==> src/rtl/multicycle_control_unit_if.sv <==
// Control interface between the multi-cycle control unit and the 16-bit bus datapath.
// master: control unit (drives every control strobe, receives IR contents).
// slave : datapath (receives control strobes, supplies IR contents).
interface multicycle_control_unit_if;
  logic [15:0] IR_Read_Data;
  logic        PCRead, PCWrite, PCReset, Cond_PCWrite;
  logic        MARSrc, MARWrite;
  logic        MDRSrc, MDRWrite, MDRRead;
  logic        MB1_Mem_Read, MB1_Mem_Write;
  logic        IRWrite, TWrite, ALUOutWrite, ALUOutRead, ALUOut_Reg_Read;
  logic        Const_2_Read, Const_0_Read;
  logic        RegFile_Read, RegFileWrite;
  logic [1:0]  RegNumberSrc;
  logic [1:0]  WD_RegFileSrc;
  logic [2:0]  ALU_Control_Signal;
  logic [1:0]  Jump_Flag_Select;
  logic        M_Write, Z_Write, O_Write, C_Write;
  logic        Halted;

  modport master (
    input  IR_Read_Data,
    output PCRead, PCWrite, PCReset, Cond_PCWrite, MARSrc, MARWrite,
           MDRSrc, MDRWrite, MDRRead, MB1_Mem_Read, MB1_Mem_Write,
           IRWrite, TWrite, ALUOutWrite, ALUOutRead, ALUOut_Reg_Read,
           Const_2_Read, Const_0_Read, RegFile_Read, RegFileWrite,
           RegNumberSrc, WD_RegFileSrc, ALU_Control_Signal, Jump_Flag_Select,
           M_Write, Z_Write, O_Write, C_Write, Halted
  );

  modport slave (
    output IR_Read_Data,
    input  PCRead, PCWrite, PCReset, Cond_PCWrite, MARSrc, MARWrite,
           MDRSrc, MDRWrite, MDRRead, MB1_Mem_Read, MB1_Mem_Write,
           IRWrite, TWrite, ALUOutWrite, ALUOutRead, ALUOut_Reg_Read,
           Const_2_Read, Const_0_Read, RegFile_Read, RegFileWrite,
           RegNumberSrc, WD_RegFileSrc, ALU_Control_Signal, Jump_Flag_Select,
           M_Write, Z_Write, O_Write, C_Write, Halted
  );
endinterface

==> src/rtl/multicycle_control_unit.sv <==
// Multi-cycle Moore control FSM for the 16-bit bus datapath.
// Issues fetch / decode / execute control sequences (ALU, LOAD, STORE, JUMP,
// NOP, HALT). Outputs are registered: each edge loads the decode of the state
// being entered, so outputs are a pure function of the current state.
// Ports:
//   clk    - system clock, rising edge
//   reset  - asynchronous active-high reset
//   Step   - single-step enable (only when SINGLE_STEP_EN is defined)
//   bus    - multicycle_control_unit_if.master: IR in, all control strobes out
// Parameter MEM_WAIT: cycles a memory strobe is held (1..15, 0 acts as 1).
// Optional macro SINGLE_STEP_EN: F1 is entered only with Step high, else STALL.
module multicycle_control_unit #(
  parameter int unsigned MEM_WAIT = 1
) (
  input logic clk,
  input logic reset,
`ifdef SINGLE_STEP_EN
  input logic Step,
`endif
  multicycle_control_unit_if.master bus
);

  typedef enum logic [4:0] {
    ST_RST, ST_F1, ST_F2, ST_F3, ST_DEC,
    ST_A1, ST_A2, ST_A3,
    ST_L1, ST_L2, ST_L3,
    ST_S1, ST_S2, ST_S3, ST_S4,
    ST_J1, ST_J2,
    ST_HALT, ST_STALL
  } state_t;

  typedef struct packed {
    logic       PCRead, PCWrite, PCReset, Cond_PCWrite;
    logic       MARSrc, MARWrite;
    logic       MDRSrc, MDRWrite, MDRRead;
    logic       MB1_Mem_Read, MB1_Mem_Write;
    logic       IRWrite, TWrite, ALUOutWrite, ALUOutRead, ALUOut_Reg_Read;
    logic       Const_2_Read, Const_0_Read;
    logic       RegFile_Read, RegFileWrite;
    logic [1:0] RegNumberSrc;
    logic [1:0] WD_RegFileSrc;
    logic [2:0] ALU_Control_Signal;
    logic [1:0] Jump_Flag_Select;
    logic       M_Write, Z_Write, O_Write, C_Write;
    logic       Halted;
  } ctl_t;

  // Counter reload value: strobe is held WAIT_LOAD+1 cycles.
  localparam logic [3:0] WAIT_LOAD = (MEM_WAIT <= 1) ? 4'd0 : 4'(MEM_WAIT - 1);

  state_t      state, nxt, after;
  logic [3:0]  cnt, cnt_nxt;
  logic        hold;   // keeps RST for one full cycle after reset releases
  ctl_t        ctl;
  logic        go;
  logic [15:0] ir;

  assign ir = bus.IR_Read_Data;

`ifdef SINGLE_STEP_EN
  assign go = Step;
`else
  assign go = 1'b1;
`endif

  // Where to go at the end of an instruction (or out of RST / STALL).
  assign after = go ? ST_F1 : ST_STALL;

  function automatic ctl_t decode(state_t s, logic [15:0] irv);
    ctl_t c;
    c = '0;
    case (s)
      ST_RST:  begin c.PCReset = 1'b1; c.PCWrite = 1'b1; end
      ST_F1:   begin c.PCRead = 1'b1; c.MARSrc = 1'b1; c.MARWrite = 1'b1; c.TWrite = 1'b1; end
      ST_F2:   begin c.MB1_Mem_Read = 1'b1; c.MDRWrite = 1'b1; c.Const_2_Read = 1'b1; end
      ST_F3:   begin c.ALUOutRead = 1'b1; c.PCWrite = 1'b1; c.MDRRead = 1'b1; c.IRWrite = 1'b1; end
      ST_A1, ST_J1: begin
        c.RegNumberSrc = 2'd1; c.RegFile_Read = 1'b1; c.TWrite = 1'b1;
      end
      ST_A2: begin
        c.RegNumberSrc = 2'd0; c.RegFile_Read = 1'b1;
        c.ALU_Control_Signal = irv[2:0];
        c.ALUOutRead = 1'b1; c.ALUOutWrite = 1'b1;
        c.M_Write = 1'b1; c.Z_Write = 1'b1; c.O_Write = 1'b1; c.C_Write = 1'b1;
      end
      ST_A3:   begin c.ALUOut_Reg_Read = 1'b1; c.RegNumberSrc = 2'd2; c.RegFileWrite = 1'b1; end
      ST_L1, ST_S1: begin
        c.RegNumberSrc = 2'd1; c.RegFile_Read = 1'b1; c.MARSrc = 1'b1; c.MARWrite = 1'b1;
      end
      ST_L2:   begin c.MB1_Mem_Read = 1'b1; c.MDRWrite = 1'b1; end
      ST_L3:   begin c.MDRRead = 1'b1; c.RegNumberSrc = 2'd2; c.RegFileWrite = 1'b1; end
      ST_S2:   begin c.RegNumberSrc = 2'd0; c.RegFile_Read = 1'b1; c.TWrite = 1'b1; end
      ST_S3:   begin c.Const_0_Read = 1'b1; c.ALUOutRead = 1'b1; c.MDRSrc = 1'b1; c.MDRWrite = 1'b1; end
      ST_S4:   c.MB1_Mem_Write = 1'b1;
      ST_J2: begin
        c.Const_0_Read = 1'b1; c.ALUOutRead = 1'b1;
        c.Jump_Flag_Select = irv[9:8]; c.Cond_PCWrite = 1'b1;
      end
      ST_HALT: c.Halted = 1'b1;
      default: ;
    endcase
    return c;
  endfunction

  always_comb begin
    nxt     = state;
    cnt_nxt = 4'd0;   // cleared whenever the counter is not in use
    case (state)
      ST_RST:  nxt = hold ? ST_RST : after;
      ST_F1:   begin nxt = ST_F2; cnt_nxt = WAIT_LOAD; end
      ST_F2:   if (cnt == 4'd0) nxt = ST_F3; else cnt_nxt = cnt - 4'd1;
      ST_F3:   nxt = ST_DEC;
      ST_DEC: begin
        casez (ir[3:0])
          4'b0???: nxt = ST_A1;
          4'b1000: nxt = ST_L1;
          4'b1001: nxt = ST_S1;
          4'b1010: nxt = ST_J1;
          4'b1111: nxt = ST_HALT;
          default: nxt = after;
        endcase
      end
      ST_A1:   nxt = ST_A2;
      ST_A2:   nxt = ST_A3;
      ST_A3:   nxt = after;
      ST_L1:   begin nxt = ST_L2; cnt_nxt = WAIT_LOAD; end
      ST_L2:   if (cnt == 4'd0) nxt = ST_L3; else cnt_nxt = cnt - 4'd1;
      ST_L3:   nxt = after;
      ST_S1:   nxt = ST_S2;
      ST_S2:   nxt = ST_S3;
      ST_S3:   begin nxt = ST_S4; cnt_nxt = WAIT_LOAD; end
      ST_S4:   if (cnt == 4'd0) nxt = after; else cnt_nxt = cnt - 4'd1;
      ST_J1:   nxt = ST_J2;
      ST_J2:   nxt = after;
      ST_HALT: nxt = ST_HALT;
      ST_STALL: nxt = after;
      default: nxt = ST_RST;
    endcase
  end

  always_ff @(posedge clk or posedge reset) begin
    if (reset) begin
      state <= ST_RST;
      cnt   <= 4'd0;
      hold  <= 1'b1;
      ctl   <= decode(ST_RST, 16'h0000);
    end else begin
      state <= nxt;
      cnt   <= cnt_nxt;
      hold  <= 1'b0;
      ctl   <= decode(nxt, ir);
    end
  end

  // Only opcode, ALU function and flag-select bits steer control.
  logic unused_ir;
  assign unused_ir = ^{ir[15:10], ir[7:4]};

  assign bus.PCRead             = ctl.PCRead;
  assign bus.PCWrite            = ctl.PCWrite;
  assign bus.PCReset            = ctl.PCReset;
  assign bus.Cond_PCWrite       = ctl.Cond_PCWrite;
  assign bus.MARSrc             = ctl.MARSrc;
  assign bus.MARWrite           = ctl.MARWrite;
  assign bus.MDRSrc             = ctl.MDRSrc;
  assign bus.MDRWrite           = ctl.MDRWrite;
  assign bus.MDRRead            = ctl.MDRRead;
  assign bus.MB1_Mem_Read       = ctl.MB1_Mem_Read;
  assign bus.MB1_Mem_Write      = ctl.MB1_Mem_Write;
  assign bus.IRWrite            = ctl.IRWrite;
  assign bus.TWrite             = ctl.TWrite;
  assign bus.ALUOutWrite        = ctl.ALUOutWrite;
  assign bus.ALUOutRead         = ctl.ALUOutRead;
  assign bus.ALUOut_Reg_Read    = ctl.ALUOut_Reg_Read;
  assign bus.Const_2_Read       = ctl.Const_2_Read;
  assign bus.Const_0_Read       = ctl.Const_0_Read;
  assign bus.RegFile_Read       = ctl.RegFile_Read;
  assign bus.RegFileWrite       = ctl.RegFileWrite;
  assign bus.RegNumberSrc       = ctl.RegNumberSrc;
  assign bus.WD_RegFileSrc      = ctl.WD_RegFileSrc;
  assign bus.ALU_Control_Signal = ctl.ALU_Control_Signal;
  assign bus.Jump_Flag_Select   = ctl.Jump_Flag_Select;
  assign bus.M_Write            = ctl.M_Write;
  assign bus.Z_Write            = ctl.Z_Write;
  assign bus.O_Write            = ctl.O_Write;
  assign bus.C_Write            = ctl.C_Write;
  assign bus.Halted             = ctl.Halted;

endmodule

==> src/flat_wrapper.sv <==
// flat-port wrapper written by rule: the top's interface ports become plain ports
module multicycle_control_unit_flat 
#(
  parameter int unsigned MEM_WAIT = 1
)
  (clk, reset, bus_IR_Read_Data, bus_PCRead, bus_PCWrite, bus_PCReset, bus_Cond_PCWrite, bus_MARSrc, bus_MARWrite, bus_MDRSrc, bus_MDRWrite, bus_MDRRead, bus_MB1_Mem_Read, bus_MB1_Mem_Write, bus_IRWrite, bus_TWrite, bus_ALUOutWrite, bus_ALUOutRead, bus_ALUOut_Reg_Read, bus_Const_2_Read, bus_Const_0_Read, bus_RegFile_Read, bus_RegFileWrite, bus_RegNumberSrc, bus_WD_RegFileSrc, bus_ALU_Control_Signal, bus_Jump_Flag_Select, bus_M_Write, bus_Z_Write, bus_O_Write, bus_C_Write, bus_Halted);
  multicycle_control_unit_if bus_i ();
  input logic clk;
  input logic reset;
  input wire logic [$bits(bus_i.IR_Read_Data)-1:0] bus_IR_Read_Data;
  output wire logic [$bits(bus_i.PCRead)-1:0] bus_PCRead;
  output wire logic [$bits(bus_i.PCWrite)-1:0] bus_PCWrite;
  output wire logic [$bits(bus_i.PCReset)-1:0] bus_PCReset;
  output wire logic [$bits(bus_i.Cond_PCWrite)-1:0] bus_Cond_PCWrite;
  output wire logic [$bits(bus_i.MARSrc)-1:0] bus_MARSrc;
  output wire logic [$bits(bus_i.MARWrite)-1:0] bus_MARWrite;
  output wire logic [$bits(bus_i.MDRSrc)-1:0] bus_MDRSrc;
  output wire logic [$bits(bus_i.MDRWrite)-1:0] bus_MDRWrite;
  output wire logic [$bits(bus_i.MDRRead)-1:0] bus_MDRRead;
  output wire logic [$bits(bus_i.MB1_Mem_Read)-1:0] bus_MB1_Mem_Read;
  output wire logic [$bits(bus_i.MB1_Mem_Write)-1:0] bus_MB1_Mem_Write;
  output wire logic [$bits(bus_i.IRWrite)-1:0] bus_IRWrite;
  output wire logic [$bits(bus_i.TWrite)-1:0] bus_TWrite;
  output wire logic [$bits(bus_i.ALUOutWrite)-1:0] bus_ALUOutWrite;
  output wire logic [$bits(bus_i.ALUOutRead)-1:0] bus_ALUOutRead;
  output wire logic [$bits(bus_i.ALUOut_Reg_Read)-1:0] bus_ALUOut_Reg_Read;
  output wire logic [$bits(bus_i.Const_2_Read)-1:0] bus_Const_2_Read;
  output wire logic [$bits(bus_i.Const_0_Read)-1:0] bus_Const_0_Read;
  output wire logic [$bits(bus_i.RegFile_Read)-1:0] bus_RegFile_Read;
  output wire logic [$bits(bus_i.RegFileWrite)-1:0] bus_RegFileWrite;
  output wire logic [$bits(bus_i.RegNumberSrc)-1:0] bus_RegNumberSrc;
  output wire logic [$bits(bus_i.WD_RegFileSrc)-1:0] bus_WD_RegFileSrc;
  output wire logic [$bits(bus_i.ALU_Control_Signal)-1:0] bus_ALU_Control_Signal;
  output wire logic [$bits(bus_i.Jump_Flag_Select)-1:0] bus_Jump_Flag_Select;
  output wire logic [$bits(bus_i.M_Write)-1:0] bus_M_Write;
  output wire logic [$bits(bus_i.Z_Write)-1:0] bus_Z_Write;
  output wire logic [$bits(bus_i.O_Write)-1:0] bus_O_Write;
  output wire logic [$bits(bus_i.C_Write)-1:0] bus_C_Write;
  output wire logic [$bits(bus_i.Halted)-1:0] bus_Halted;
  assign bus_i.IR_Read_Data = bus_IR_Read_Data;
  assign bus_PCRead = bus_i.PCRead;
  assign bus_PCWrite = bus_i.PCWrite;
  assign bus_PCReset = bus_i.PCReset;
  assign bus_Cond_PCWrite = bus_i.Cond_PCWrite;
  assign bus_MARSrc = bus_i.MARSrc;
  assign bus_MARWrite = bus_i.MARWrite;
  assign bus_MDRSrc = bus_i.MDRSrc;
  assign bus_MDRWrite = bus_i.MDRWrite;
  assign bus_MDRRead = bus_i.MDRRead;
  assign bus_MB1_Mem_Read = bus_i.MB1_Mem_Read;
  assign bus_MB1_Mem_Write = bus_i.MB1_Mem_Write;
  assign bus_IRWrite = bus_i.IRWrite;
  assign bus_TWrite = bus_i.TWrite;
  assign bus_ALUOutWrite = bus_i.ALUOutWrite;
  assign bus_ALUOutRead = bus_i.ALUOutRead;
  assign bus_ALUOut_Reg_Read = bus_i.ALUOut_Reg_Read;
  assign bus_Const_2_Read = bus_i.Const_2_Read;
  assign bus_Const_0_Read = bus_i.Const_0_Read;
  assign bus_RegFile_Read = bus_i.RegFile_Read;
  assign bus_RegFileWrite = bus_i.RegFileWrite;
  assign bus_RegNumberSrc = bus_i.RegNumberSrc;
  assign bus_WD_RegFileSrc = bus_i.WD_RegFileSrc;
  assign bus_ALU_Control_Signal = bus_i.ALU_Control_Signal;
  assign bus_Jump_Flag_Select = bus_i.Jump_Flag_Select;
  assign bus_M_Write = bus_i.M_Write;
  assign bus_Z_Write = bus_i.Z_Write;
  assign bus_O_Write = bus_i.O_Write;
  assign bus_C_Write = bus_i.C_Write;
  assign bus_Halted = bus_i.Halted;
  multicycle_control_unit #(.MEM_WAIT(MEM_WAIT)) u_core (.clk(clk), .reset(reset), .bus(bus_i));
endmodule
==> config.mk <==
export PLATFORM = sky130hd
export DESIGN_NAME = multicycle_control_unit_flat
export DESIGN_NICKNAME = d
export VERILOG_FILES = /design/src/rtl/multicycle_control_unit_if.sv /design/src/rtl/multicycle_control_unit.sv /design/src/flat_wrapper.sv
export SDC_FILE = /design/constraint.sdc
export NUM_CORES = 1
export LEC_CHECK = 0
export CORE_MARGIN = 2
export CORE_UTILIZATION = 50
export CTS_CLUSTER_SIZE = 28
export DETAILED_ROUTE_END_ITERATION = 7
export PLACE_DENSITY_LB_ADDON = 0.25
export REMOVE_ABC_BUFFERS = 1
export SLEW_MARGIN = 30
export SYNTH_ARGS = -nofsm -noshare
export SYNTH_HDL_FRONTEND = slang
export SYNTH_SLANG_ARGS = --single-unit
==> constraint.sdc <==
create_clock -name clk -period 4.44 [get_ports clk]
set_input_delay 0.666 -clock clk [delete_from_list [all_inputs] [get_ports clk]]
set_output_delay 0.666 -clock clk [all_outputs]
set_load 0.02 [all_outputs]
==> summary by stage <==
Status
The run finished with clean final reports.

Floorplan
In this run the standard cell core region covers 3390 sq um. The initial cell density of the core is 52.57%. The number of I/O pins is 52.

The floorplan has 21 rows. The y dimension of the die is 63.70 microns. The die outline width is 63.70 microns. The die covers 4057 sq um.

Power and ir drop
The switching power is 0.5788 mW. Combinational logic is responsible for 48.9% of the overall power. In this run the static leakage power is 0.9805 nW. The internal power contribution is 0.8617 mW. The clock network accounts for 15.7% of the total power. Total power for the finished layout comes to 1.441 mW. The highest ir drop seen on vdd is 308.7 uV.

Dividing total power by cell area gives a power density of 648.6 nW/um^2. The switching part of the total power is 40.18%. The part of the total power dissipated in sequential elements is 35.4%.

Min path
The worst hold-check path type is reg2reg. The launch instance of the worst min-delay path is u_core.cnt[0].

GRT
The via count of the first global-routing pass came to 1260. Across every metal layer, demand over resource in global routing totals 20.02%. The wire length of the first global-routing pass is 6168 microns. The largest net degree at the start of global routing is 38. The initial antenna violation count is 0. The total congestion overflow is 0.

Timing
The total negative slack is 0 ns. The worst pin sits at a relative slew slack of 55.67%. The clock period minus worst slack is 2.759 ns. The maximum frequency from static timing analysis is 362.4 MHz.

The final number of hold-violating endpoints is 0. Setup violations remaining at the end of the flow were counted as 0. The transition time at the pin with the least slew margin is 0.6589 ns. Setup repair after global routing left no endpoint under its margin.

The worst path uses 62.14% of the clock period. The final-report max-slew violation count came to 0. Across the routed clock network, the largest skew measured is 0.01190 ns.

CTS
CTS placed an instance of clkbuf_4 at the clock tree root. The maximum buffer depth of the clock tree is 2. Buffers inserted to repair hold after CTS numbered 0. The number of sinks driven by the clock tree is 37.

For the worst-skew pair, the clock arrives at the later sink with an insertion delay of 0.34 ns. Counting the buffers created by CTS gives 5. In this run, post-CTS repair resized a total of 0 instances. TritonCTS built the clock tree.

The post-CTS setup repair buffer count is 0. The H-tree depth is 2. The clock-pin slew on the worst setup and hold paths is 0.11 ns.

Worst setup path
The worst flop-to-flop path startpoint is u_core.cnt[0]. The critical path is of the reg2reg type. Counting buffers and inverters, the worst setup path is 8 cells deep. The dominant delay contributor by cell family on the critical path is simple AND/OR/NAND/NOR gates. The worst setup path is captured at a flip-flop. The stage delay of the slowest cell on the critical path is 0.61 ns.

Along the worst path, the maximum fanout reaches 8. The largest individual stage delay along the critical path comes from the cell or4_1. The arrival time reported for the critical path endpoint is 3.00 ns.

STA classifies the critical path startpoint as a flip-flop. The number of cell instances on the worst register-to-register path is 8. For the worst setup path, the data required time is 4.68 ns. The critical register-to-register path endpoint is u_core.bus.TWrite. In this run the worst setup path begins at u_core.cnt[0].

Counting both buffers and inverters, the worst setup path holds a total of 1. The capture point of the worst path is u_core.bus.TWrite. For flop-to-flop paths, the worst setup slack is 1.68 ns. Walking the worst path, the cells encountered are inv_1 > ha_1 > or3b_1 > a222oi_1 > a31oi_1 > or4_1 > nor3b_4 > or2_1.

Logic synthesis
The synthesized netlist devotes 1.404% of its cell area to adder and majority cells. Multiplexer cells account for 1.756% of the synthesized area. The synthesized cell area is 1782 sq um. Synthesis inferred 37 register bits. Yosys printed 0 warnings. Counting flops with a built-in enable in the synthesized netlist gives 0. The share of the Yosys chip area taken by registers is 52.18%. The share of the synthesized area in compound gates (AO/OA/AOI/OAI) is 9.972%. The area share of and/or/nand/nor cells after synthesis is 23.60%.

By area, the combinational part of the netlist is dominated by simple AND/OR/NAND/NOR gates. The number of distinct standard cells referenced by the synthesized netlist is 52. The average cell area after synthesis is 10.42 sq um. Synthesis produced 171 cells. The dominant synthesized flop cell is dfrtp_1.

Counting flops with an async set or reset pin after synthesis yields a share of 100.0%. The post-synthesis share of cell area spent on xor and xnor gates is 2.949%.

Detailed routing
The antenna violation net count after detailed routing is 0. Before antenna repair, the detailed router went through 5 iterations. Dividing the detail-routed via count by the number of cells gives 5.378.

Summed over all layers, the routed wires come to 3707 microns. In this run, the number of DRC markers left after iteration 0 of detailed routing was 106. For this run, design rule violations remaining after detail routing come to 0. The routed wirelength normalized by instance count is 14.77 microns. The total via count after detailed routing is 1350.

Placed design
The last weighted congestion value of the routability-driven placer is 0.8689. The number of port buffers is 39. After legalization and detailed placement, the total HPWL measured 2672 microns.

Layout
Counting the fill cells in the layout gives 250. Leaving out fill and tap cells, the most frequent cell in the layout is clkdlybuf4s50_1. The library cells used most frequently in the layout, excluding fill and tap cells, are clkdlybuf4s50_1 (39), dfrtp_1 (34), nor2_1 (16), inv_1 (11). The final net count is 224. Cells with a size suffix above 1 make up 10.73% of the layout. The count of antenna diodes in the layout is 0.

The area growth from synthesis to layout is 24.65%.

Flow run
Max-cap violations in this run came to 0.
flip-flops by register name, indices dropped and copies added, names as in the netlist, 2 cells and up:
| name | flops |
|---|---|
| u_core.bus.RegNumberSrc | 2 |
| u_core.bus.Jump_Flag_Select | 2 |
| u_core.state | 5 |
| u_core.cnt | 4 |
| u_core.bus.ALU_Control_Signal | 3 |
power groups by stage:
stage / clock network, mW / registers (mW) / logic [mW]
detailed placement: 0 / 0.516 / 0.706
CTS: 0.232 / 0.510 / 0.709
global route: 0.249 / 0.522 / 0.769
floorplan: 0 / 0.584 / 0.396
global placement: 0 / 0.514 / 0.699
finish: 0.226 / 0.510 / 0.705
worst min path at each step:
stage	end	slack, ns	depth (start not counted)
2_1_floorplan	u_core.cnt[0]	0.43	1
3_3_place_gp	u_core.cnt[0]	0.44	1
3_5_place_dp	u_core.cnt[0]	0.47	1
4_1_cts	u_core.cnt[0]	0.48	1
5_1_grt	u_core.cnt[0]	0.50	1
6_report	u_core.cnt[0]	0.48	1
per-layer routing:
metal / part of all wire, % / wire (microns) / track usage, %
met1: 43 / 1588 / 24.50
met2: 50 / 1869 / 34.21
met3: 5.3 / 195 / 4.286
met4: 1.4 / 53 / 8.152
met5: 0 / 0 / 0
worst reg2reg max path, delay by kind of cell, from the launching register on:
kind,cells,cell delay (ns)
fa+ha+maj,1,0.15
flops,1,0.41
simple gates,4,1.53
compound gates,2,0.49
buf+inv,1,0.10
kinds of logic after synthesis:
| logic type | count (synthesis) |
|---|---|
| simple gates | 70 |
| flops | 37 |
| buf+inv | 27 |
| compound gates | 25 |
| xor+xnor | 6 |
| mux | 3 |
| fa+ha+maj | 2 |
| other cells | 1 |
synthesized netlist by cell type (2+ instances only):
master    count  area, sq um
a211oi_1      3        22.52
nand2_1       6        22.52
nor2b_1       3        18.77
nor2_1       16        60.06
nor4_1        5        31.28
xnor2_1       5        43.79
nand3_1       6        30.03
and2_1        6        37.54
nand2b_1      5        31.28
or2_2         3        18.77
ha_1          2        25.02
clkbuf_1      3        11.26
nor3_1        5        25.02
or2_1         2        12.51
o21ai_1       2        10.01
buf_4         7        52.55
a21oi_1       4        20.02
inv_1        11        41.29
dfrtp_1      34        850.8
buf_2         5        25.02
o211ai_1      3        22.52
dfstp_2       3        78.83
or4_1         2        15.01
mux2i_1       2        20.02
per-stage QoR:
step                setup slack [ns]  instances  utilization, %  hold slack, ns  area [sq um]
finish                         1.681        251           65.52          0.4799          2221
global route                   1.556        251           65.52          0.4986          2221
CTS                            1.670        251           65.52          0.4822          2221
detailed placement             1.500        243           63.27          0.4678          2145
global placement               1.515        243           63.27          0.4441          2145
floorplan                      1.994        157               -          0.4271          1689
cell type report:
class | count | area, sq um | area share, %
timing repair buffer | 40 | 397.9 | 17.92
clock inverter | 2 | 35.03 | 1.577
tap | 46 | 57.56 | 2.592
multi-input combinational | 109 | 718.2 | 32.34
sequential | 37 | 929.6 | 41.86
inverter | 11 | 41.29 | 1.859
clock buffer | 6 | 41.29 | 1.859
No activity file was read; power rests on OpenSTA's default activity.
